$ cat src/rtl/ptp_gearbox.sv
// ptp_gearbox: two independent valid/ready channels between a narrow pin bus
// and a wide datapath. Pack gathers R narrow beats into one wide word; unpack
// slices a wide word (from one of two sources) back into R narrow beats.
module ptp_gearbox #(
    parameter int NARROW_W  = 8,
    parameter int WIDE_W    = 32,
    parameter int LSB_FIRST = 1
) (
    input  logic                                   clk_i,
    input  logic                                   reset_i,
    input  logic                                   abort_i,
    // pack channel
    input  logic                                   pk_valid_i,
    output logic                                   pk_ready_o,
    input  logic [NARROW_W-1:0]                    pk_data_i,
    output logic [$clog2(WIDE_W/NARROW_W)-1:0]     pk_count_o,
    output logic                                   wd_valid_o,
    input  logic                                   wd_ready_i,
    output logic [WIDE_W-1:0]                      wd_data_o,
    // unpack channel
    input  logic                                   up_valid_i,
    output logic                                   up_ready_o,
    input  logic                                   up_sel_i,
    input  logic [WIDE_W-1:0]                      up_a_i,
    input  logic [WIDE_W-1:0]                      up_b_i,
    output logic                                   nb_valid_o,
    input  logic                                   nb_ready_i,
    output logic [NARROW_W-1:0]                    nb_data_o
);

    localparam int R  = WIDE_W / NARROW_W;
    localparam int CW = $clog2(R);
    localparam int RW = $clog2(R + 1);

    // ------------------------------------------------------------------
    // Pack channel
    // ------------------------------------------------------------------
    logic [WIDE_W-1:0] asm_q;
    logic [WIDE_W-1:0] asm_next;
    logic [CW-1:0]     slot;
    logic              pk_last;
    logic              pk_take;

    assign pk_last    = (pk_count_o == CW'(R - 1));
    // Only the completing beat has to wait for the output register to drain.
    assign pk_ready_o = !abort_i && (!pk_last || !wd_valid_o || wd_ready_i);
    assign pk_take    = pk_valid_i && pk_ready_o;
    assign slot       = (LSB_FIRST != 0) ? pk_count_o : (CW'(R - 1) - pk_count_o);

    // Assembly word with the incoming beat dropped into its slot; also feeds
    // the output register directly so the last beat needs no extra cycle.
    always_comb begin
        asm_next = asm_q;
        for (int s = 0; s < R; s++) begin
            if (slot == CW'(s)) asm_next[s*NARROW_W +: NARROW_W] = pk_data_i;
        end
    end

    // Partial-word assembly register and beat counter.
    always_ff @(posedge clk_i or posedge reset_i) begin
        if (reset_i) begin
            asm_q      <= '0;
            pk_count_o <= '0;
        end else if (abort_i) begin
            asm_q      <= '0;
            pk_count_o <= '0;
        end else if (pk_take) begin
            asm_q      <= asm_next;
            pk_count_o <= pk_last ? '0 : pk_count_o + 1'b1;
        end
    end

    // Output word register; a completing word wins over a drain in the same cycle.
    always_ff @(posedge clk_i or posedge reset_i) begin
        if (reset_i) begin
            wd_valid_o <= 1'b0;
            wd_data_o  <= '0;
        end else if (abort_i) begin
            wd_valid_o <= 1'b0;
            wd_data_o  <= '0;
        end else if (pk_take && pk_last) begin
            wd_valid_o <= 1'b1;
            wd_data_o  <= asm_next;
        end else if (wd_ready_i) begin
            wd_valid_o <= 1'b0;
        end
    end

    // ------------------------------------------------------------------
    // Unpack channel
    // ------------------------------------------------------------------
    typedef enum logic {IDLE, SHIFT} ustate_t;

    ustate_t           state_q, state_d;
    logic [RW-1:0]     rem_q, rem_d;
    logic [WIDE_W-1:0] sh_q, sh_d;
    logic              up_take;
    logic              nb_take;

    // A new word may load in the same cycle the last beat leaves.
    assign up_ready_o = !abort_i && ((rem_q == '0) || ((rem_q == RW'(1)) && nb_ready_i));
    assign up_take    = up_valid_i && up_ready_o;
    assign nb_valid_o = (state_q == SHIFT);
    assign nb_take    = nb_valid_o && nb_ready_i;
    assign nb_data_o  = (LSB_FIRST != 0) ? sh_q[NARROW_W-1:0]
                                         : sh_q[WIDE_W-1 -: NARROW_W];

    // Next state: abort, then load, then shift toward the output slice.
    always_comb begin
        state_d = state_q;
        rem_d   = rem_q;
        sh_d    = sh_q;
        if (abort_i) begin
            state_d = IDLE;
            rem_d   = '0;
            sh_d    = '0;
        end else if (up_take) begin
            state_d = SHIFT;
            rem_d   = RW'(R);
            sh_d    = up_sel_i ? up_b_i : up_a_i;
        end else if (nb_take) begin
            state_d = (rem_q == RW'(1)) ? IDLE : SHIFT;
            rem_d   = rem_q - 1'b1;
            sh_d    = (LSB_FIRST != 0) ? (sh_q >> NARROW_W) : (sh_q << NARROW_W);
        end
    end

    // Unpack state, remaining-beat counter and shift register.
    always_ff @(posedge clk_i or posedge reset_i) begin
        if (reset_i) begin
            state_q <= IDLE;
            rem_q   <= '0;
            sh_q    <= '0;
        end else begin
            state_q <= state_d;
            rem_q   <= rem_d;
            sh_q    <= sh_d;
        end
    end

endmodule
$ cat config.mk
export PLATFORM = sky130hd
export DESIGN_NAME = ptp_gearbox
export DESIGN_NICKNAME = d
export VERILOG_FILES = /design/src/rtl/ptp_gearbox.sv
export SDC_FILE = /design/constraint.sdc
export NUM_CORES = 1
export LEC_CHECK = 0
export ABC_AREA = 1
export BUFFER_PORTS_ARGS = -buffer_cell sky130_fd_sc_hd__buf_2
export CAP_MARGIN = 20
export CORE_UTILIZATION = 55
export CTS_BUF_LIST = sky130_fd_sc_hd__clkbuf_4
export CTS_CLUSTER_SIZE = 30
export DETAILED_ROUTE_END_ITERATION = 8
export HOLD_SLACK_MARGIN = 0.15
export PLACE_DENSITY = 0.82
export REMOVE_ABC_BUFFERS = 1
export SLEW_MARGIN = 15
export SYNTH_ARGS = -nofsm -noshare
export SYNTH_HDL_FRONTEND = slang
export SYNTH_SLANG_ARGS = --single-unit
$ cat constraint.sdc
create_clock -name clk_i -period 4.3 [get_ports clk_i]
set_clock_uncertainty 0.2 [all_clocks]
set_input_delay 0.86 -clock clk_i [delete_from_list [all_inputs] [get_ports clk_i]]
set_output_delay 0.86 -clock clk_i [all_outputs]
set_load 0.02 [all_outputs]
==> results of run 1 <==
[state kept, by name (all words and copies together) (netlist names)]
signal / count
wd_data_o: 32
sh_q: 32
nb_valid_o: 1
pk_count_o: 2
asm_q: 24
wd_valid_o: 1
rem_q: 3
[cell usage in the layout, fill, tap and decap left out]
master	instances
clkinv_2	1
o21ai_0	11
nand3b_1	1
dfrtp_1	95
buf_16	1
nand3_2	1
xnor2_1	1
bufinv_16	3
buf_4	4
a31oi_1	1
nand4_1	24
xor2_1	1
clkbuf_4	11
buf_2	125
nand3_1	60
nand3_4	1
ha_1	7
inv_2	4
inv_4	1
a211oi_1	3
or2_2	13
nor2_8	1
o211ai_1	8
nor2_1	4
a21oi_4	1
inv_1	15
dlygate4sd3_1	1
nand4_4	1
nand2_1	367
a21oi_1	22
[final cells by class]
class	instances	area [µm²]
clock inverters	4	95.1
well taps	108	135
inverters	20	77.6
fillers	773	3050
multi-input cells	528	2380
flip-flops and latches	95	2380
repair buffers	131	693
clock buffers	11	82.6
[routing by layer]
metal,part of all wire,wire (µm),up-vias,GRT usage
li1,-,-,2385,-
met1,0.44,5450,2237,0.347
met2,0.48,5900,194,0.451
met3,0.067,838,21,0.0433
met4,0.018,223,0,0.0918
met5,0,0,-,0
[stage by stage]
stage	cell area [µm²]	cells
finish	5840	897
global route	5840	897
detailed placement	5620	880
global placement	5620	880
CTS	5800	895
floorplan	4830	643
[path summary, 6_finish.rpt]
kind                       endpoint  slack [ns]  cells after the start
max                        asm_q[1]        1.33                      6
min                        sh_q[31]        0.29                      2
max reg2reg                asm_q[1]        1.49                      6
min reg2reg                sh_q[31]        0.29                      2
max in group asynchronous  asm_q[4]        2.36                      5
min in group asynchronous   sh_q[2]        0.67                      3
[power by group]
part	switching (mW)	internal, mW
combinational	0.272	0.134
clock	0.285	0.304
sequential	0.0411	0.954
[worst register-to-register path: stages (launching register included)]
cell	delay, ns
dfrtp_1	0.47
ha_1	0.35
nand3_1	0.15
nand3_2	0.45
nand2_1	0.89
nand2_1	0.17
nand2_1	0.10
[logic make-up after synthesis]
| logic type | count (synthesis) | share of synthesized area |
|---|---|---|
| AO/OA/AOI/OAI | 46 | 0.0526 |
| XOR/XNOR | 2 | 0.00341 |
| adder cells (fa/ha/maj) | 7 | 0.0170 |
| buffers and inverters | 75 | 0.0752 |
| flip-flops | 95 | 0.463 |
| AND/OR/NAND/NOR | 473 | 0.389 |
==> flow_metrics.py, run 1 <==
metrics = {
    "outcome": {
        "outcome": "finished, final reports clean",
    },
    "floorplanning": {
        "start_util": 0.578,
        "dieArea_um2": 9740,
        "core.rowCount": 34,
        "core_um2": 8890,
        "io_pins": 126,
        "dieHeight_um": 98.7,
        "die_x_um": 98.7,
    },
    "drt": {
        "drc_errors": 0,
        "avgViaCountPerCell": 5.39,
        "vias": 4837,
        "first_pass_iters": 4,
        "postRouteAntennaNets": 0,
        "first_iter_violations": 235,
        "routed_wl_mm": 12.4,
        "routedWlPerCell_um": 13.8,
    },
    "clock_tree": {
        "clockBufferDepth": 2,
        "cts_repair_resize_count": 0,
        "cts-root-buf": "clkbuf_4",
        "clock_latency_ns": 0.45,
        "cts_hold_buf": 0,
        "h-tree-depth": 3,
        "post_cts_buffers": 0,
        "numCtsBuffers": 9,
        "clk_pin_slew_ns": 0.14,
        "cts_tree": "yes",
        "cts_num_sinks": 95,
    },
    "logic_synthesis": {
        "yosys-top-cells-count": "nand2_1 (367), dfrtp_1 (95), nand3_1 (60)",
        "yosysTopAreaCellShare": 0.463,
        "synth_cells": 698,
        "syn-mean-instance-area_um2": 7.36,
        "synth-edff-count": 0,
        "ys_ff_latch": 95,
        "synth_top_area_cell": "dfrtp_1",
        "synth_cell_types": 28,
        "synthFlopType": "dfrtp_1",
        "ys_seq_area_frac": 0.463,
        "ys_async_sr_fraction": 1.00,
        "yosys_warnings": 0,
        "yosysMostFrequentCell": "nand2_1",
        "ys_top_cells_by_area": "dfrtp_1 (46%), nand2_1 (27%), nand3_1 (5.8%)",
        "syn_area_um2": 5140,
    },
    "sta": {
        "rsz0062_at_grt": "no",
        "fin_crit_sh": 0.692,
        "fmax_mhz": 336,
        "maxSlewHeadroom": 0.401,
        "worstMarginPinSlew_ns": 0.898,
        "slew_violations": 0,
        "period_needed_ns": 2.97,
        "hold_viol": 0,
        "fin_ws_ns": 1.33,
        "tns_ns": 0,
        "finalSetupViolations": 0,
        "whs_ns": 0.294,
    },
    "place": {
        "place_hpwl_mm": 8.21,
        "dpl_worst_slack_ns": 0.962,
        "port_buffers": 125,
        "routabilityCongestion": 0.854,
    },
    "grt": {
        "grt_max_degree": 81,
        "grt_pass1_wl_mm": 20.9,
        "grt_pass1_vias": 4648,
        "grt_usage": 0.266,
        "antenna_found_initial": 0,
        "grt-ovfl-total": 0,
    },
    "finish": {
        "n_antenna_cell": 0,
        "area_delta_synth_final_pct": 13.6,
        "fin_nets": 872,
        "fin_util": 0.656,
        "drive_gt1_frac": 0.213,
    },
    "critical_path": {
        "critPathKind": "input pin to flop",
        "cp.arrival_ns": 3.16,
        "cp.required_ns": 4.49,
        "critPathBufInv": 2,
        "path_common_cell": "nand2_1",
        "crit_path_start_kind": "input pin",
        "cp_cell_sequence": "buf_2 -> inv_2 -> nand3_2 -> nand2_1 -> nand2_1 -> nand2_1",
        "endpoint_kind": "flop",
        "worstReg2RegStart": "pk_count_o[0]",
        "slowest_delay_ns": 0.89,
        "crit_slowest_cell": "nand2_1",
        "path_delay_family": "simple AND/OR/NAND/NOR gates",
        "critPathLaunch": "abort_i",
        "crit_fanout": 34,
    },
    "power": {
        "power.leakage_nw": 3.43,
        "p_per_area_nw_per_um2": 341,
        "total_power_mw": 1.99,
        "ir_drop_uv": 221,
    },
    "job": {
        "maxCapViolCount": 0,
    },
    "hold_path": {
        "min_path_type": "flop to flop",
        "worstHoldStart": "sh_q[31]",
    },
}
Note: power is estimated with default switching activity, not from simulation.
==> run 2, diff against run 1 <==
- ABC_AREA: 1 -> 0
- CORE_UTILIZATION: 55 -> 50
- PLACE_DENSITY: 0.82 -> 0.78
- clock period: 4.3 -> 2.41 ns (I/O delays scaled with it)
==> flow_metrics.py, run 2 <==
metrics = {
    "finish": {
        "drive_gt1_frac": 0.371,
        "layout_common_cells": "buf_2 (122), dfrtp_1 (95), nand3_1 (44)",
        "seqCellArea_um2": 2380,
        "area_delta_synth_final_pct": 22.3,
        "final_common_cell": "buf_2",
        "top_regs": "sh_q x32, wd_data_o x32, asm_q x24",
        "fin_nets": 718,
        "fillers": 794,
        "multi_input_area_um2": 2520,
        "final_area_um2": 6350,
        "n_antenna_cell": 0,
    },
    "critical_path": {
        "cp.arrival_ns": 1.62,
        "cp.required_ns": 1.73,
        "worstReg2RegStart": "rem_q[0]",
        "slowest_delay_ns": 0.40,
        "crit_fanout": 4,
        "r2r_cells": 8,
        "r2r_end": "sh_q[0]",
        "critPathKind": "flop to output pin",
        "endpoint_kind": "output pin",
        "cp_cell_sequence": "inv_2 -> ha_1 -> a21oi_2 -> buf_6 -> nor3_2 -> buf_4",
        "crit_slowest_cell": "dfrtp_1",
        "crit_path_start_kind": "flop",
        "rrSetupSlack_ns": 0.34,
    },
    "drt": {
        "routed_wl_mm": 12.5,
        "first_pass_iters": 5,
        "avgViaCountPerCell": 5.75,
        "first_iter_violations": 192,
        "postRouteAntennaNets": 0,
        "vias": 4423,
        "routedWlPerCell_um": 16.2,
        "drc_errors": 0,
    },
    "logic_synthesis": {
        "synthFlopType": "dfrtp_1",
        "synth-edff-count": 0,
        "ys_ff_latch": 95,
        "yosysMostFrequentCell": "dfrtp_1",
        "yosys-top-cells-count": "dfrtp_1 (95), nand3_1 (44), mux2_2 (38), mux2i_1 (38), clkbuf_1 (33)",
        "synth_top_area_cell": "dfrtp_1",
        "synth_cells": 499,
        "syn_area_um2": 5190,
        "ys_top_cells_by_area": "dfrtp_1 (46%), mux2_2 (8.2%), mux2i_1 (7.3%)",
        "yosys_warnings": 0,
        "ys_async_sr_fraction": 1.00,
        "ys_seq_area_frac": 0.458,
        "syn-mean-instance-area_um2": 10.4,
        "synth_cell_types": 32,
        "yosysTopAreaCellShare": 0.458,
    },
    "clock_tree": {
        "clk_pin_slew_ns": 0.15,
        "clockBufferDepth": 2,
        "clock_latency_ns": 0.44,
        "numCtsBuffers": 9,
        "cts-root-buf": "clkbuf_4",
        "h-tree-depth": 3,
        "cts_tree": "yes",
        "cts_num_sinks": 95,
    },
    "sta": {
        "period_needed_ns": 2.30,
        "slew_violations": 0,
        "fin_crit_sh": 0.954,
        "worstMarginPinSlew_ns": 0.482,
        "fin_ws_ns": 0.111,
        "hold_viol": 0,
        "rsz0062_at_grt": "no",
        "finalSetupViolations": 0,
        "fmax_mhz": 435,
        "maxSlewHeadroom": 0.679,
    },
    "hold_path": {
        "min_path_type": "input pin to flop",
        "hold_depth": 4,
        "worstHoldStart": "abort_i",
        "hold_end": "asm_q[15]",
    },
    "place": {
        "place_hpwl_mm": 8.19,
        "port_buffers": 125,
        "place_area_um2": 5910,
        "routabilityCongestion": 0.800,
        "dpl_worst_slack_ns": 0.297,
    },
    "grt": {
        "grt_usage": 0.241,
        "grt_pass1_vias": 4461,
        "grt_pass1_wl_mm": 21.2,
        "grt-ovfl-total": 0,
        "antenna_found_initial": 0,
        "grt_max_degree": 60,
    },
    "power": {
        "p_int_mw": 2.18,
        "ir_drop_uv": 289,
        "p_per_area_nw_per_um2": 492,
        "power_frac_seq": 0.550,
        "clkPwrFrac": 0.243,
        "switchingPower_uw": 946,
        "sw_frac_of_total": 0.303,
        "power.leakage_nw": 2.91,
        "combPwrFrac": 0.206,
    },
    "floorplanning": {
        "core.rowCount": 36,
        "core_um2": 9910,
        "die_x_um": 104,
        "dieHeight_um": 104,
        "io_pins": 126,
        "start_util": 0.524,
        "dieArea_um2": 10800,
    },
    "job": {
        "maxCapViolCount": 0,
    },
    "outcome": {
        "outcome": "finished, final reports clean",
    },
}
[run 2: cell type report]
class / instances / area share
clock buffers: 9 / 0.0106
clock inverters: 7 / 0.00788
inverters: 7 / 0.00453
multi-input cells: 338 / 0.397
flip-flops and latches: 95 / 0.374
well taps: 133 / 0.0262
repair buffers: 180 / 0.180
[run 2: kinds of logic (layout without fill, tap and decap cells)]
family | after synthesis | in the layout | synth area share
AO/OA/AOI/OAI | 112 | 112 | 0.165
adder cells (fa/ha/maj) | 7 | 7 | 0.0169
XOR/XNOR | 2 | 2 | 0.00338
flip-flops | 95 | 95 | 0.458
buffers and inverters | 66 | 203 | 0.0595
AND/OR/NAND/NOR | 141 | 141 | 0.142
multiplexers | 76 | 76 | 0.156
[run 2: power by group through the flow]
stage	Clock [mW]	Sequential (mW)	Combinational (mW)
global route	0.844	1.73	0.708
finish	0.760	1.72	0.645
global placement	0	1.75	0.577
CTS	0.779	1.72	0.641
floorplan	0	1.77	0.312
detailed placement	0	1.75	0.594
[run 2: worst max-delay path, delay by kind of cell (launching register included)]
| kind | cells | cell delay (ns) |
|---|---|---|
| flops | 1 | 0.40 |
| buf+inv | 3 | 0.38 |
| fa+ha+maj | 1 | 0.20 |
| compound gates | 1 | 0.17 |
| simple gates | 1 | 0.04 |
[run 2: what timing repair did]
item,CTS,global route
endpoints found under the hold margin,58,0
setup endpoints to repair,2,2
pin swaps,0,1
hold buffers,26,0
resized for setup,7,2
setup buffers,2,3
[run 2: worst max-delay path by stage]
stage / startpoint / end / slack, ns / cells after the start
floorplan: rem_q[0] / sh_q[0] / -1.05 / 5
global placement: abort_i / sh_q[22] / 0.36 / 5
detailed placement: abort_i / sh_q[22] / 0.30 / 5
CTS: rem_q[0] / up_ready_o / 0.02 / 6
global route: rem_q[0] / up_ready_o / 0.02 / 6
finish: rem_q[0] / up_ready_o / 0.11 / 6
[run 2: per-layer routing]
layer / up-vias / GRT usage / routed length (µm)
met5: - / 0 / 0
met4: 0 / 0.0827 / 259
met3: 22 / 0.0520 / 670
met2: 172 / 0.405 / 6160
met1: 2160 / 0.308 / 5400
li1: 2069 / - / -
[run 2: metrics by stage]
stage	utilization	std cells	setup TNS, ns	power (mW)	hold slack, ns
floorplan	-	440	-106.74	2.08	0.298
global placement	0.597	722	0	2.32	0.307
detailed placement	0.597	722	0	2.34	0.314
CTS	0.638	766	0	3.14	0.248
global route	0.641	769	0	3.28	0.230
finish	0.641	769	0	3.13	0.257
